File: config.mk
export PLATFORM = sky130hd
export DESIGN_NAME = sar_adc_control_flat
export DESIGN_NICKNAME = d
export VERILOG_FILES = /design/src/rtl/sar_adc_control_if.sv /design/src/rtl/sar_adc_control.sv /design/src/flat_wrapper.sv
export SDC_FILE = /design/constraint.sdc
export NUM_CORES = 1
export LEC_CHECK = 0
export BUFFER_PORTS_ARGS = -buffer_cell sky130_fd_sc_hd__buf_2
export CAP_MARGIN = 40
export CORE_ASPECT_RATIO = 1.75
export CORE_MARGIN = 2
export CORE_UTILIZATION = 40
export CTS_BUF_LIST = sky130_fd_sc_hd__clkbuf_4
export DETAILED_ROUTE_END_ITERATION = 8
export PLACE_DENSITY = 0.6
export SKIP_LAST_GASP = 1
export SLEW_MARGIN = 20
export SYNTH_ARGS = -nofsm -noshare
export SYNTH_HDL_FRONTEND = slang
export SYNTH_SLANG_ARGS = --single-unit
export TNS_END_PERCENT = 50
File: constraint.sdc
create_clock -name clk -period 2.19 [get_ports clk]
set_input_delay 0.219 -clock clk [delete_from_list [all_inputs] [get_ports clk]]
set_output_delay 0.219 -clock clk [all_outputs]
set_load 0.005 [all_outputs]
File: src/rtl/sar_adc_control_if.sv
// Signal bundle between the SAR conversion controller and its environment.
interface sar_adc_control_if #(
  parameter int WIDTH = 8
);
  logic             start;
  logic             continuous;
  logic             comp;
  logic             div_load;
  logic [7:0]       div_data;
  logic [WIDTH-1:0] dac_out;
  logic             track;
  logic [WIDTH-1:0] result;
  logic             valid;
  logic             busy;

  modport master (
    output start, continuous, comp, div_load, div_data,
    input  dac_out, track, result, valid, busy
  );

  modport slave (
    input  start, continuous, comp, div_load, div_data,
    output dac_out, track, result, valid, busy
  );
endinterface

File: src/rtl/sar_adc_control.sv
// Successive-approximation ADC controller: track/hold sequencing, per-bit DAC
// trial with programmable settle time, and comparator decision capture.
module sar_adc_control #(
  parameter int WIDTH         = 8,
  parameter int SAMPLE_CYCLES = 4,
  parameter int SETTLE_RESET  = 4
) (
  input logic              clk,
  input logic              rst,
  sar_adc_control_if.slave bus
);

  localparam int IW = (WIDTH > 1) ? $clog2(WIDTH) : 1;

  typedef enum logic [2:0] {IDLE, SAMPLE, TRIAL, SETTLE, DONE} state_t;

  state_t           state, state_next;
  logic [8:0]       cnt;
  logic [IW-1:0]    bit_idx;
  logic [WIDTH-1:0] sar;
  logic [WIDTH-1:0] result_q;
  logic [WIDTH-1:0] bit_mask;
  logic [WIDTH-1:0] dac_q;
  logic [7:0]       settle_reg;
  logic [7:0]       settle_len;
  logic [7:0]       settle_pick;
  logic             sync1, comp_s;
  logic             launch;
  logic             settle_end;
  logic             track_q, busy_q, valid_q;

  assign bit_mask    = WIDTH'(1) << bit_idx;
  // A load coinciding with start wins over the stored settle value.
  assign settle_pick = bus.div_load ? bus.div_data : settle_reg;
  // settle_len cycles of DAC settling plus two of synchronizer latency.
  assign settle_end  = (cnt == {1'b0, settle_len} + 9'd1);

  always_ff @(posedge clk) begin
    if (rst) state <= IDLE;
    else     state <= state_next;
  end

  always_comb begin
    state_next = state;
    launch     = 1'b0;
    track_q    = 1'b0;
    busy_q     = 1'b1;
    valid_q    = 1'b0;
    dac_q      = sar | bit_mask;
    case (state)
      IDLE: begin
        busy_q = 1'b0;
        dac_q  = result_q;
        if (bus.start || bus.continuous) begin
          state_next = SAMPLE;
          launch     = 1'b1;
        end
      end
      SAMPLE: begin
        track_q = 1'b1;
        dac_q   = '0;
        if (cnt == 9'(SAMPLE_CYCLES - 1)) state_next = TRIAL;
      end
      TRIAL: state_next = SETTLE;
      SETTLE: begin
        if (settle_end) state_next = (bit_idx == '0) ? DONE : TRIAL;
      end
      DONE: begin
        valid_q = 1'b1;
        dac_q   = sar;
        if (bus.continuous) begin
          state_next = SAMPLE;
          launch     = 1'b1;
        end else begin
          state_next = IDLE;
        end
      end
      default: state_next = IDLE;
    endcase
  end

  always_ff @(posedge clk) begin
    if (rst) begin
      sync1      <= 1'b0;
      comp_s     <= 1'b0;
      settle_reg <= 8'(SETTLE_RESET);
      settle_len <= 8'd1;
      cnt        <= '0;
      bit_idx    <= '0;
      sar        <= '0;
      result_q   <= '0;
    end else begin
      sync1  <= bus.comp;
      comp_s <= sync1;
      if (bus.div_load) settle_reg <= bus.div_data;
      case (state)
        IDLE, DONE: begin
          if (launch) begin
            settle_len <= (settle_pick == 8'd0) ? 8'd1 : settle_pick;
            cnt        <= '0;
          end
        end
        SAMPLE: begin
          cnt <= cnt + 9'd1;
          if (state_next == TRIAL) begin
            bit_idx <= IW'(WIDTH - 1);
            sar     <= '0;
          end
        end
        TRIAL: cnt <= '0;
        SETTLE: begin
          cnt <= cnt + 9'd1;
          if (settle_end) begin
            if (comp_s) sar <= sar | bit_mask;
            if (bit_idx == '0) result_q <= comp_s ? (sar | bit_mask) : sar;
            else               bit_idx  <= bit_idx - 1'b1;
          end
        end
        default: ;
      endcase
    end
  end

  assign bus.dac_out = dac_q;
  assign bus.track   = track_q;
  assign bus.result  = result_q;
  assign bus.valid   = valid_q;
  assign bus.busy    = busy_q;

endmodule

File: src/flat_wrapper.sv
// flat-port wrapper written by rule: the top's interface ports become plain ports
module sar_adc_control_flat 
#(
  parameter int WIDTH         = 8,
  parameter int SAMPLE_CYCLES = 4,
  parameter int SETTLE_RESET  = 4
)
  (clk, rst, bus_start, bus_continuous, bus_comp, bus_div_load, bus_div_data, bus_dac_out, bus_track, bus_result, bus_valid, bus_busy);
  sar_adc_control_if #(.WIDTH(WIDTH)) bus_i ();
  input logic clk;
  input logic rst;
  input wire logic [$bits(bus_i.start)-1:0] bus_start;
  input wire logic [$bits(bus_i.continuous)-1:0] bus_continuous;
  input wire logic [$bits(bus_i.comp)-1:0] bus_comp;
  input wire logic [$bits(bus_i.div_load)-1:0] bus_div_load;
  input wire logic [$bits(bus_i.div_data)-1:0] bus_div_data;
  output wire logic [$bits(bus_i.dac_out)-1:0] bus_dac_out;
  output wire logic [$bits(bus_i.track)-1:0] bus_track;
  output wire logic [$bits(bus_i.result)-1:0] bus_result;
  output wire logic [$bits(bus_i.valid)-1:0] bus_valid;
  output wire logic [$bits(bus_i.busy)-1:0] bus_busy;
  assign bus_i.start = bus_start;
  assign bus_i.continuous = bus_continuous;
  assign bus_i.comp = bus_comp;
  assign bus_i.div_load = bus_div_load;
  assign bus_i.div_data = bus_div_data;
  assign bus_dac_out = bus_i.dac_out;
  assign bus_track = bus_i.track;
  assign bus_result = bus_i.result;
  assign bus_valid = bus_i.valid;
  assign bus_busy = bus_i.busy;
  sar_adc_control #(.WIDTH(WIDTH), .SAMPLE_CYCLES(SAMPLE_CYCLES), .SETTLE_RESET(SETTLE_RESET)) u_core (.clk(clk), .rst(rst), .bus(bus_i));
endmodule
* Yosys cells after proc, flatten, opt, wreduce, memory -nomap -nowiden
Index checks and enable logic that the tools add are counted. Widths: inputs -> output; s select.
Word-level totals: register bits after elaboration 49, latch bits 0, bits in writable memories 0, memory bits (read-only) 0, input bits 14, output and inout bits 19, word-level logic and storage cells 63, memories kept 0
Cells by class: add/sub/neg operators 3, multiply operators 0, div/mod/pow operators 0, magnitude comparators 0, equal/unequal tests 11, shifts and indexed selects 1, muxes and demuxes 25, bitwise gates (word level) 1, reduce and logical (&&, ||, !) cells 13
Operators by type and width (number):
- $mux 8 | 5
- $pmux 9 s3 | 1
- $pmux 8 s3 | 1
- $mux 3 | 7
- $pmux 8 s2 | 1
- $pmux 3 s5 | 1
- $add 8x1->9 const B | 1
- $add 9x1->9 const B | 1
- $eq 3x2->1 const B | 3
- $eq 9x2->1 const B | 1
- $eq 9x9->1 | 1
- $mux 9 | 1
- $logic_not 8->1 | 1
- $or 8x8->8 | 1
- $shl 1x3->8 const A | 1
- $logic_not 3->1 | 2
- $mux 1 | 6
- $ne 2x1->1 const B | 3
- $pmux 3 s2 | 1
- $reduce_and 3->1 | 2
- $reduce_and 2->1 | 2
- $reduce_and 4->1 | 1
- $reduce_or 2->1 | 2
- $eq 3x1->1 const B | 1
- other kinds (7) | 7

* Longest topological paths before layout
Gate-level depths: netlist (run 1).
depth in word-level cells 7, gate-level depth with buffers 9, mapped depth without buffers 7

* Worst setup path after synthesis (run 1)
OpenSTA, ideal clock, no wires.
path kind register to register, start reg u_core.settle_len[0], end reg u_core.bit_idx[0], setup time 0.086 ns, data arrival time 1.939 ns, data required time 2.104 ns, slack 0.165 ns, cell stages (with the launch flop) 8, buffers on the path 0, clock period less this slack 2.025 ns, path through dfxtp_1 > ha_1 > o21ba_1 > a221oi_1 > o2111a_1 > o221ai_4 > o311a_1 > a211oi_1
On the way: longest elaborated chain between the ends 7, elaborated cells between the ends (all ways) 8, classes of those cells add/sub (1); eq/ne (4); mux (2); reduce/logical (1)
Ends and longest elaborated chain:
- start, declared | line sar_adc_control.sv:25 | logic [7:0] settle_len;
- start signal, assigned | line sar_adc_control.sv:99 | settle_len <= (settle_pick == 8'd0) ? 8'd1 : settle_pick;
- $add 8x1->9 * | line sar_adc_control.sv:36 | assign settle_end = (cnt == {1'b0, settle_len} + 9'd1);
- $eq 9x9->1 * | line sar_adc_control.sv:36
- $mux 3 | line sar_adc_control.sv:66 | if (settle_end) state_next = (bit_idx == '0) ? DONE : TRIAL;
- $pmux 3 s5 | line sar_adc_control.sv:50 | case (state)
- $eq 3x2->1 | line sar_adc_control.sv:105 | if (state_next == TRIAL) begin
- $ne 2x1->1 (no source line)
- $reduce_and 4->1 (no source line) *
- end signal, assigned | line sar_adc_control.sv:106 | bit_idx <= IW'(WIDTH - 1);
- end signal, assigned | line sar_adc_control.sv:116 | else bit_idx <= bit_idx - 1'b1;
- end, declared | line sar_adc_control.sv:19 | logic [IW-1:0] bit_idx;
Mark *: on every way between the ends. The rest lies on a longest branch, timed or not. A chain may end at the register's enable or synchronous reset.

* Final worst setup path (run 1)
start reg u_core.cnt[8], end reg u_core.result_q[0], in the netlist u_core.bus.result[0]
On the way: longest elaborated chain between the ends 2
Ends and longest elaborated chain:
- start, declared | line sar_adc_control.sv:18 | logic [8:0] cnt;
- start signal, assigned | line sar_adc_control.sv:104 | cnt <= cnt + 9'd1;
- start signal, assigned | line sar_adc_control.sv:112 | cnt <= cnt + 9'd1;
- $eq 9x9->1 | line sar_adc_control.sv:36
- $reduce_and 3->1 (no source line)
- end signal, assigned | line sar_adc_control.sv:115 | if (bit_idx == '0) result_q <= comp_s ? (sar | bit_mask) : sar;
- end, declared | line sar_adc_control.sv:21 | logic [WIDTH-1:0] result_q;
No other way between the ends.

==> results of run 1 <==
[critical path: stages (launching register included)]
cell     delay, ps
dfxtp_1        360
or4b_1         520
a211o_1        330
and2_1         200
a21oi_2        170
nor4b_1        250
buf_4          150
nor3_1          30
[through the flow]
stage	area (sq um)	instances	total power, W	utilization [%]
after floorplan	2653	309	0.001147	-
after global placement	3029	430	0.001246	46.67
after detailed placement	3029	430	0.001250	46.67
after CTS	3085	438	0.001673	47.54
after global routing	3127	442	0.001754	48.18
final	3127	442	0.001665	48.18
[worst paths after layout]
path | endpoint | slack (ps) | depth (start not counted)
min reg2reg | u_core.comp_s | 460 | 1
max | u_core.bus.result[0] | 90 | 7
min | u_core.sync1 | 30 | 2
max reg2reg | u_core.bus.result[0] | 90 | 7
[placed cells by master (no fill, tap or decap), drive strengths merged, types with 8 or more instances in the layout]
master | netlist | final
inv | 9 | 9
buf | 8 | 60
dfxtp | 49 | 49
and3 | 13 | 13
nor3 | 9 | 9
xor2 | 8 | 8
o21ai | 16 | 16
nand2 | 20 | 20
mux2i | 9 | 9
nor2 | 33 | 33
nand3 | 8 | 8
a211oi | 11 | 11
a21oi | 20 | 20
[where the power goes]
part / internal [W] / switching, W / total (W)
registers: 0.000924 / 0.0000316 / 0.000955
logic: 0.000133 / 0.000157 / 0.000290
clock network: 0.000121 / 0.000298 / 0.000420
total: 0.00118 / 0.000487 / 0.00166
[final cells by class]
cell class	instances	share of cell area (%)
Sequential cell	49	31.45
Antenna cell	1	0.08003
Tap cell	82	3.281
Inverter	9	1.080
Clock inverter	3	0.5602
Timing Repair Buffer	60	12.24
Clock buffer	5	1.200
Multi-Input combinational cell	233	50.10
[repair_timing]
item	CTS	global route
hold buffers	0	0
endpoints found under the setup margin	3	13
gates resized for setup	1	6
pin swaps	0	2
setup buffers	0	3
[metal layers]
layer	vias up	part of all wire (%)	GRT usage [%]
met4	0	3.0	10.97
met2	47	57	39.52
met3	11	2.8	3.333
li1	1233	-	-
met1	1148	37	20.43
met5	-	0	0
[kinds of logic after synthesis]
kind of cell | share of synthesized area, %
buffers and inverters | 4.528
XOR/XNOR | 3.962
AND/OR/NAND/NOR | 26.32
flip-flops | 36.98
adder cells (fa/ha/maj) | 3.302
multiplexers | 3.396
AO/OA/AOI/OAI | 21.51
==> metrics.txt, run 1 <==
hold_ws=approximately 30 ps; top post-synthesis cells by count=49 x dfxtp_1, 33 x nor2_1, 19 x a21oi_1, 19 x nand2_1, 13 x and3_1; Netlist cell types=between 50 and 60; kind of critical path=reg2reg; sequential share of the synthesized area=between 30% and 40%; Worst-path clk slew=roughly 150 ps; CP Launch Type=flip-flop; share of cells above drive strength 1=about a quarter; largest net degree at the start of global routing=35; Worst Tran Pin Value=483.7 ps; crit share post-route=a little over nine tenths; Worst Path Required=2470 ps; final antenna-violating net count=0; synth warn=0; syn avg cell area=~8.6 sq um; top-count cell post-synth=dfxtp_1; I/O pin total=33; pre-CTS WS=between 4 and 5 ps; syn_nets=330; PD cells=roughly 530 mW/mm^2; hpwl dp=between 5000 and 6000 microns; DRT Wirelength=6960 microns; site row count=39; Clock Sinks=49; Die ar.=between 0.007 and 0.008 sq mm; die width=65.56 microns; GPL Wtd Cong=~0.8; Biggest register=u_core.cnt; Top FF cell, synth=dfxtp_1; Synth Instances=roughly 300; Hold Fails Final Rpt=0; setup_tns=0 ps; Async SR Flop Fraction=0%; router iterations before antenna repair=4; Clock Skew=around 14 ps; Hold Crit Class=in2reg; initial DRC count=100; max-capacitance violation count=0; reg-to-reg critical path startpoint=u_core.cnt[8]; Synth area leader=dfxtp_1; Num CTS Buffers=5; CP endpoint kind=flip-flop; core area=0.006490 sq mm; RSZ-0062 raised after global routing=yes; max FFs per register=9; CTS tree=yes; Synth top area share=between 30% and 40%; grt ovf=0; outcome=complete, no violations; Sequential Area=roughly 980 sq um; mapped cell area=about 0.0027 sq mm; port bufs=32; fillcell total=slightly above 600; Longest Clk Path Bufs=2; crit-path max FO=5; Chip Height=111.7 microns; footprint of the multi-input gates=around 0.0016 sq mm; Tmin final=about 2100 ps; GRT Util Overall=20.75%; routed via count=2439; Hold Crit Start=bus_comp; f_max=476.6 MHz; DR WL/cell=~16 microns; Max Slew Vio Count=0; Worst-Skew Late Latency=~390 ps; first-pass GRT wire length=between 10000 and 15000 microns; initial core utilization=40.87%; htree depth=2; Remaining DRCs=0; area grow syn2layout=17.88%; # nets final=379; crit path DAT=~2400 ps; Lkg Pwr=1.280 nW; Max VDD drop=318.0 uV; initial antenna violation count=1; vias per cell=5.518; Area contributors post-synth=dfxtp_1 37%, nor2_1 4.7%, a21oi_1 3.6%; PnR worst setup slack=91.62 ps; FF+latch count, synth=49; vias in the first global route=roughly 2400; EDFF count, synth=0; Max-slew headroom=between 60% and 70%; worst setup path startpoint=u_core.cnt[8]; Clock Root Buffer=clkbuf_4; Final setup violation count=0
(Power assumes the default switching activity.)
==> inputs of run 2 (changes only) <==
Settings changed: CORE_UTILIZATION 40 to 38, PLACE_DENSITY 0.6 to 0.57, REMOVE_ABC_BUFFERS set to 1.
Clock period 2.19 ns to 1.7 ns, I/O delays scaled along.
==> run 2 against run 1 <==
The run now ends with setup timing left. First-iteration DRC count grew 1.0%. Sequential share of layout area shrank 3.2 points. Fmax grew 5.9%. Setup slack lost 370 ps. Non-clock buffer count grew 30. Final cell count grew 7.0%. Register-to-register slack lost 370 ps. Via count grew 8.0%. Utilization grew 3.7 points. Combinational power grew 64%. Power grew 38%. Critical path depth shrank 1. Largest power group unchanged.
==> metrics.txt, run 2 (same netlist as run 1, synthesis figures left out) <==
commonest non-fill, non-tap cell in the layout=buf_4; initial DRC count=101 (+1.0%); vias per cell=5.567 (+0.88%); routed via count=2633 (+8.0%); core area=0.006807 sq mm (+4.9%); area grow syn2layout=33.11%; hpwl dp=5896 microns (+6.6%); crit-path max FO=3 (-2); CTS tree=yes; Hold Fails Final Rpt=0 (unchanged); antenna cells=0 (-1); failing checks=setup timing; GPL Wtd Cong=0.8759 (+11%); crit share post-route=116.5% (+21 points); WHS Path Cells=3 (+1); Max VDD drop=380.8 uV (+20%); Clock Skew=6.437 ps (-7.822 ps); setup_tns=-6538 ps (-6538 ps); outcome=complete, but fails checks; max-capacitance violation count=0 (unchanged); f_max=504.9 MHz (+5.9%); site row count=40 (+2.6%); # nets final=409 (+7.9%); worst hold path endpoint=u_core.settle_reg[2]; Die ar.=0.007691 sq mm (+5.0%); crit path DAT=2270 ps (-110 ps); I/O pin total=33 (unchanged); worst-path cell chain=or4b_4 > a211o_1 > and2_4 > a21oi_4 > nor4b_1 > nor3_1; vias in the first global route=2700 (+13%); router iterations before antenna repair=4 (unchanged); commonest cells after routing, fill and taps aside=48 x buf_4, 40 x dfxtp_1, 32 x buf_2; RSZ-0062 raised after global routing=yes; initial core utilization=38.97% (-1.9 points); kind of critical path=reg2reg; final antenna-violating net count=0 (unchanged); Worst Path Required=1990 ps (-480 ps); PnR worst setup slack=-280.6 ps (-372.2 ps); first-pass GRT wire length=12300 microns (+5.9%); Worst-path clk slew=140 ps (about the same); htree depth=2 (unchanged); Crit Reg-Reg Endpoint=u_core.bus.result[0]; Clock Sinks=49 (unchanged); Final setup violation count=30 (+30); Largest delay share family, worst path=simple AND/OR/NAND/NOR gates; die width=67.16 microns (+2.4%); CP Launch Type=flip-flop; PD cells=651.0 mW/mm^2 (+22%); Worst R2R Setup Slack=-280 ps (-370 ps); Worst Tran Pin Value=390.1 ps (-93.59 ps); share of cells above drive strength 1=37.02% (+13 points); Lkg Pwr=1.465 nW (+14%); Clock Root Buffer=clkbuf_4; Hold Crit Start=bus_div_data[2]; largest net degree at the start of global routing=25 (-29%); Hold Crit Class=in2reg; Tmin final=1981 ps (-117.8 ps); DRT Wirelength=7726 microns (+11%); grt ovf=0 (unchanged); Biggest register=u_core.cnt; Longest Clk Path Bufs=2 (unchanged); port bufs=32 (unchanged); pre-CTS WS=-434.3 ps (-439.1 ps); R2R depth=6 (-1); Num CTS Buffers=5 (unchanged); Final Core Density=51.88% (+3.7 points); Remaining DRCs=0 (unchanged); CP peak stage delay=520 ps (about the same); Max Slew Vio Count=0 (unchanged); reg-to-reg critical path startpoint=u_core.settle_len[7]; CP endpoint kind=flip-flop; Max-slew headroom=73.90% (+6.3 points); Slowest cell on crit path=or4b_4; Chip Height=114.5 microns (+2.5%); Non-Filler Instances=473 (+7.0%); Worst-Skew Late Latency=390 ps (about the same); GRT Util Overall=21.33% (+0.58 points); dpl cells=458 (+6.5%); initial antenna violation count=0 (-1); max FFs per register=9 (unchanged); CP Buf/Inv Count=0 (-1); DR WL/cell=16.33 microns (+3.7%)
==> run 2: cell types whose count changed in the layout (fill, tap and decap cells not counted), moves of 3 or more <==
cell,change
a21oi_1,-3
and3_1,-3
buf_4,+21
buf_6,+8
clkbuf_4,+3
dfxtp_1,-7
dfxtp_2,+5
nor2_1,-3
nor2_2,+3
o21ai_0,-4
==> run 2: metrics by stage <==
step	hold WS, ps	area [sq um]	power [W]
floorplan	239.1	2566	0.001451
global placement	381.3	3227	0.001645
detailed placement	390.3	3227	0.001650
CTS	32.63	3458	0.002304
global route	40.81	3531	0.002411
finish	46.50	3531	0.002299
==> run 2: power by group <==
| group | switching [W] | internal (W) | leakage [nW] |
|---|---|---|---|
| clock | 0.000381 | 0.000213 | 0.0368 |
| sequential | 0.0000364 | 0.00119 | 0.403 |
| combinational | 0.000242 | 0.000234 | 1.03 |
| total | 0.000660 | 0.00164 | 1.46 |
==> run 2: cell type report <==
type	instances	area [sq um]
clock buffers	8	60.06
fillers	693	3276
inverters	9	33.78
multi-input cells	233	1694
flip-flops and latches	49	997.2
well taps	84	105.1
repair buffers	90	640.6
==> run 2: worst reg2reg max path: stages (launching register included) <==
cell     delay, ps
dfxtp_2        340
or4b_4         520
a211o_1        290
and2_4         190
a21oi_4        170
nor4b_1        290
nor3_1          80
==> run 2: routing by layer <==
layer	GRT usage (%)	part of all wire (%)	vias up
met5	0	0	-
met3	3.835	3.5	34
met1	19.13	35	1224
met2	39.60	56	77
li1	-	-	1298
met4	16.73	6.0	0
==> run 2: worst max-delay path by stage <==
stage / from / to / slack (ps) / cells after the start
floorplan: u_core.cnt[8] / u_core.bus.result[0] / -380 / 6
global placement: u_core.settle_len[0] / u_core.sar[3] / -400 / 7
detailed placement: u_core.settle_len[0] / u_core.sar[1] / -430 / 7
CTS: u_core.settle_len[1] / u_core.sar[5] / -270 / 8
global route: u_core.settle_len[7] / u_core.bus.result[0] / -330 / 7
finish: u_core.settle_len[7] / u_core.bus.result[0] / -280 / 6
==> run 2: what timing repair did <==
action | CTS | global route
resized for setup | 34 | 22
pin swaps | 20 | 12
gates cloned | 1 | 0
setup buffers | 5 | 1
endpoints found under the setup margin | 32 | 34
hold buffers | 1 | 0
hold endpoints to repair | 1 | 0
==> inputs of run 3 (changes only) <==
--- a/constraint.sdc
+++ b/constraint.sdc
@@ -3,2 +3,2 @@
 set_output_delay 0.17 -clock clk [all_outputs]
-set_load 0.005 [all_outputs]
+set_load 0.01 [all_outputs]
==> run 3 against run 2 <==
The run still ends with setup timing left. Critical path depth grew 2. Combinational power is 2% higher. Non-clock buffer count grew 2. Clock skew increased by 1.6 ps. Setup slack got worse by 62 ps. Global-route usage is 0.81 points higher. Register-to-register slack got worse by 60 ps. Via count barely moved. Largest cell class unchanged. Largest power group unchanged.
==> metrics.txt, run 3 (same netlist as run 1, synthesis figures left out) <==
fillcell total=710 (+2.5%); initial DRC count=98 (-3.0%); Int Pwr=0.001593 W (-2.8%); Num CTS Buffers=5 (unchanged); Worst R2R Setup Slack=-340 ps (-60 ps); PD cells=636.6 mW/mm^2 (-2.2%); GRT Util Overall=22.15% (+0.81 points); Max-slew headroom=67.90% (-6.0 points); worst-path cell chain=ha_4 > o21ba_4 > a221oi_4 > o2111a_2 > o21a_1 > buf_4 > and3_4 > nor3_2; I/O pin total=33 (unchanged); outcome=complete, but fails checks; f_max=489.6 MHz (-3.0%); reg-to-reg critical path startpoint=u_core.settle_len[0]; R2R depth=8 (+2); Worst-path clk slew=130 ps (about the same); initial antenna violation count=0 (unchanged); routed via count=2631 (-0.076%); RSZ-0062 raised after global routing=yes; hold_ws=56.92 ps (+10.43 ps); pre-CTS WS=-424.4 ps (+9.837 ps); Hold Crit Class=in2reg; commonest non-fill, non-tap cell in the layout=buf_4; CP Buf/Inv Count=1 (+1); Max Slew Vio Count=0 (unchanged); Remaining DRCs=0 (unchanged); Tmin final=2042 ps (+61.89 ps); Longest Clk Path Bufs=2 (unchanged); DRT Wirelength=7857 microns (+1.7%); critical path depth=8 (+2); Largest delay share family, worst path=compound AO/OA/AOI/OAI gates; Clk pwr share=23.9% (-2.0 points); max FFs per register=9 (unchanged); largest net degree at the start of global routing=25 (unchanged); combinational group share of total power=21.6% (+0.9 points); core area=0.006807 sq mm (unchanged); first-pass GRT wire length=12800 microns (+4.0%); CP endpoint=u_core.bus.result[2]; die width=67.16 microns (unchanged); Hold Fails Final Rpt=0 (unchanged); Clock Sinks=49 (unchanged); crit-path max FO=7 (+4); Final setup violation count=32 (+6.7%); crit path DAT=2320 ps (+50 ps); site row count=40 (unchanged); CP Launch Type=flip-flop; grt ovf=0 (unchanged); htree depth=2 (unchanged); initial core utilization=38.97% (unchanged); Clock Skew=8.046 ps (+1.608 ps); CP endpoint kind=flip-flop; vias in the first global route=2730 (+1.1%); Die ar.=0.007691 sq mm (unchanged); Worst Path Required=1980 ps (about the same); GPL Wtd Cong=0.8743 (-0.18%); Biggest register=u_core.cnt; failing checks=setup timing; Switch Pwr=0.0006575 W (-0.36%); # nets final=411 (+0.49%); worst setup path startpoint=u_core.settle_len[0]; Crit Reg-Reg Endpoint=u_core.bus.result[2]; Chip Height=114.5 microns (unchanged); share of cells above drive strength 1=36.41% (-0.61 points); antenna cells=0 (unchanged); Slowest cell on crit path=dfxtp_4; vias per cell=5.551 (-0.29%); sequential share of power=54.5% (+1.1 points); setup_tns=-8240 ps (-1702 ps); hpwl dp=5882 microns (-0.24%); commonest cells after routing, fill and taps aside=54 x buf_4, 42 x dfxtp_1, 32 x nor2_1, 32 x buf_2, 19 x nand2_1; crit share post-route=120.1% (+3.6 points); CP peak stage delay=380 ps (-140 ps); CTS tree=yes; PnR worst setup slack=-342.4 ps (-61.89 ps); area grow syn2layout=33.30%; kind of critical path=reg2reg; final antenna-violating net count=0 (unchanged); router iterations before antenna repair=4 (unchanged); Clock Root Buffer=clkbuf_4; Max VDD drop=444.9 uV (+17%); DR WL/cell=16.58 microns (+1.5%); Worst-Skew Late Latency=380 ps (about the same); Lkg Pwr=1.458 nW (-0.43%); port bufs=32 (unchanged); max-capacitance violation count=0 (unchanged); Sw Share=29.21% (+0.51 points); Worst Tran Pin Value=479.7 ps (+89.62 ps)
[run 3: cell types whose count changed in the layout (fill, tap and decap cells not counted), sizes merged]
cell    previous run  this run
buf               89        91
clkbuf             8         6
clkinv             0         1
[run 3: stage by stage]
| stage | power (W) | cell area [sq um] | instances | util (%) |
|---|---|---|---|---|
| 2_1_floorplan | 0.001453 | 2566 | 291 | - |
| 3_3_place_gp | 0.001646 | 3234 | 459 | 47.52 |
| 3_5_place_dp | 0.001652 | 3234 | 459 | 47.52 |
| 4_1_cts | 0.002240 | 3471 | 473 | 50.99 |
| 5_1_grt | 0.002361 | 3536 | 474 | 51.95 |
| 6_report | 0.002251 | 3536 | 474 | 51.95 |
[run 3: power by group through the flow]
stage                     registers, W  logic, W  clock network, W
after floorplan                0.00125  0.000204                 0
after global placement         0.00124  0.000401                 0
after detailed placement       0.00125  0.000405                 0
after CTS                      0.00123  0.000457          0.000556
after global routing           0.00123  0.000532          0.000595
final                          0.00123  0.000486          0.000538
[run 3: how the worst min path moves through the flow]
| stage | startpoint | end | depth (start not counted) |
|---|---|---|---|
| 2_1_floorplan | rst | u_core.bus.result[4] | 1 |
| 5_1_grt | bus_div_data[0] | u_core.settle_reg[0] | 3 |
| 3_3_place_gp | bus_comp | u_core.sync1 | 2 |
| 4_1_cts | bus_div_data[2] | u_core.settle_reg[2] | 3 |
| 3_5_place_dp | bus_comp | u_core.sync1 | 2 |
| 6_report | bus_div_data[2] | u_core.settle_reg[2] | 3 |
[run 3: per-layer routing]
| layer | vias up | part of all wire [%] | global-route usage (%) |
|---|---|---|---|
| li1 | 1291 | - | - |
| met1 | 1242 | 36 | 20.54 |
| met2 | 72 | 55 | 41.98 |
| met3 | 26 | 3.3 | 3.343 |
| met4 | 0 | 5.7 | 14.97 |
| met5 | - | 0 | 0 |
[run 3: cell type report]
type,count,area (sq um),area share [%]
inverters,9,33.78,0.9554
clock inverters,1,3.754,0.1062
repair buffers,92,640.6,18.12
multi-input cells,233,1715,48.51
flip-flops and latches,49,992.2,28.06
clock buffers,6,45.04,1.274
well taps,84,105.1,2.972
[run 3: worst register-to-register path: stages, from the launching register on]
cell and delay [ps]:
dfxtp_4 380, ha_4 170, o21ba_4 200, a221oi_4 260, o2111a_2 300, o21a_1 220, buf_4 190, and3_4 190
nor3_2 30
[run 3: repair_timing]
item	CTS	global route
buffers inserted	5	1
pin swaps	14	8
hold endpoints to repair	1	0
endpoints found under the setup margin	32	35
gates cloned	1	0
hold buffers	1	0
resized for setup	34	14
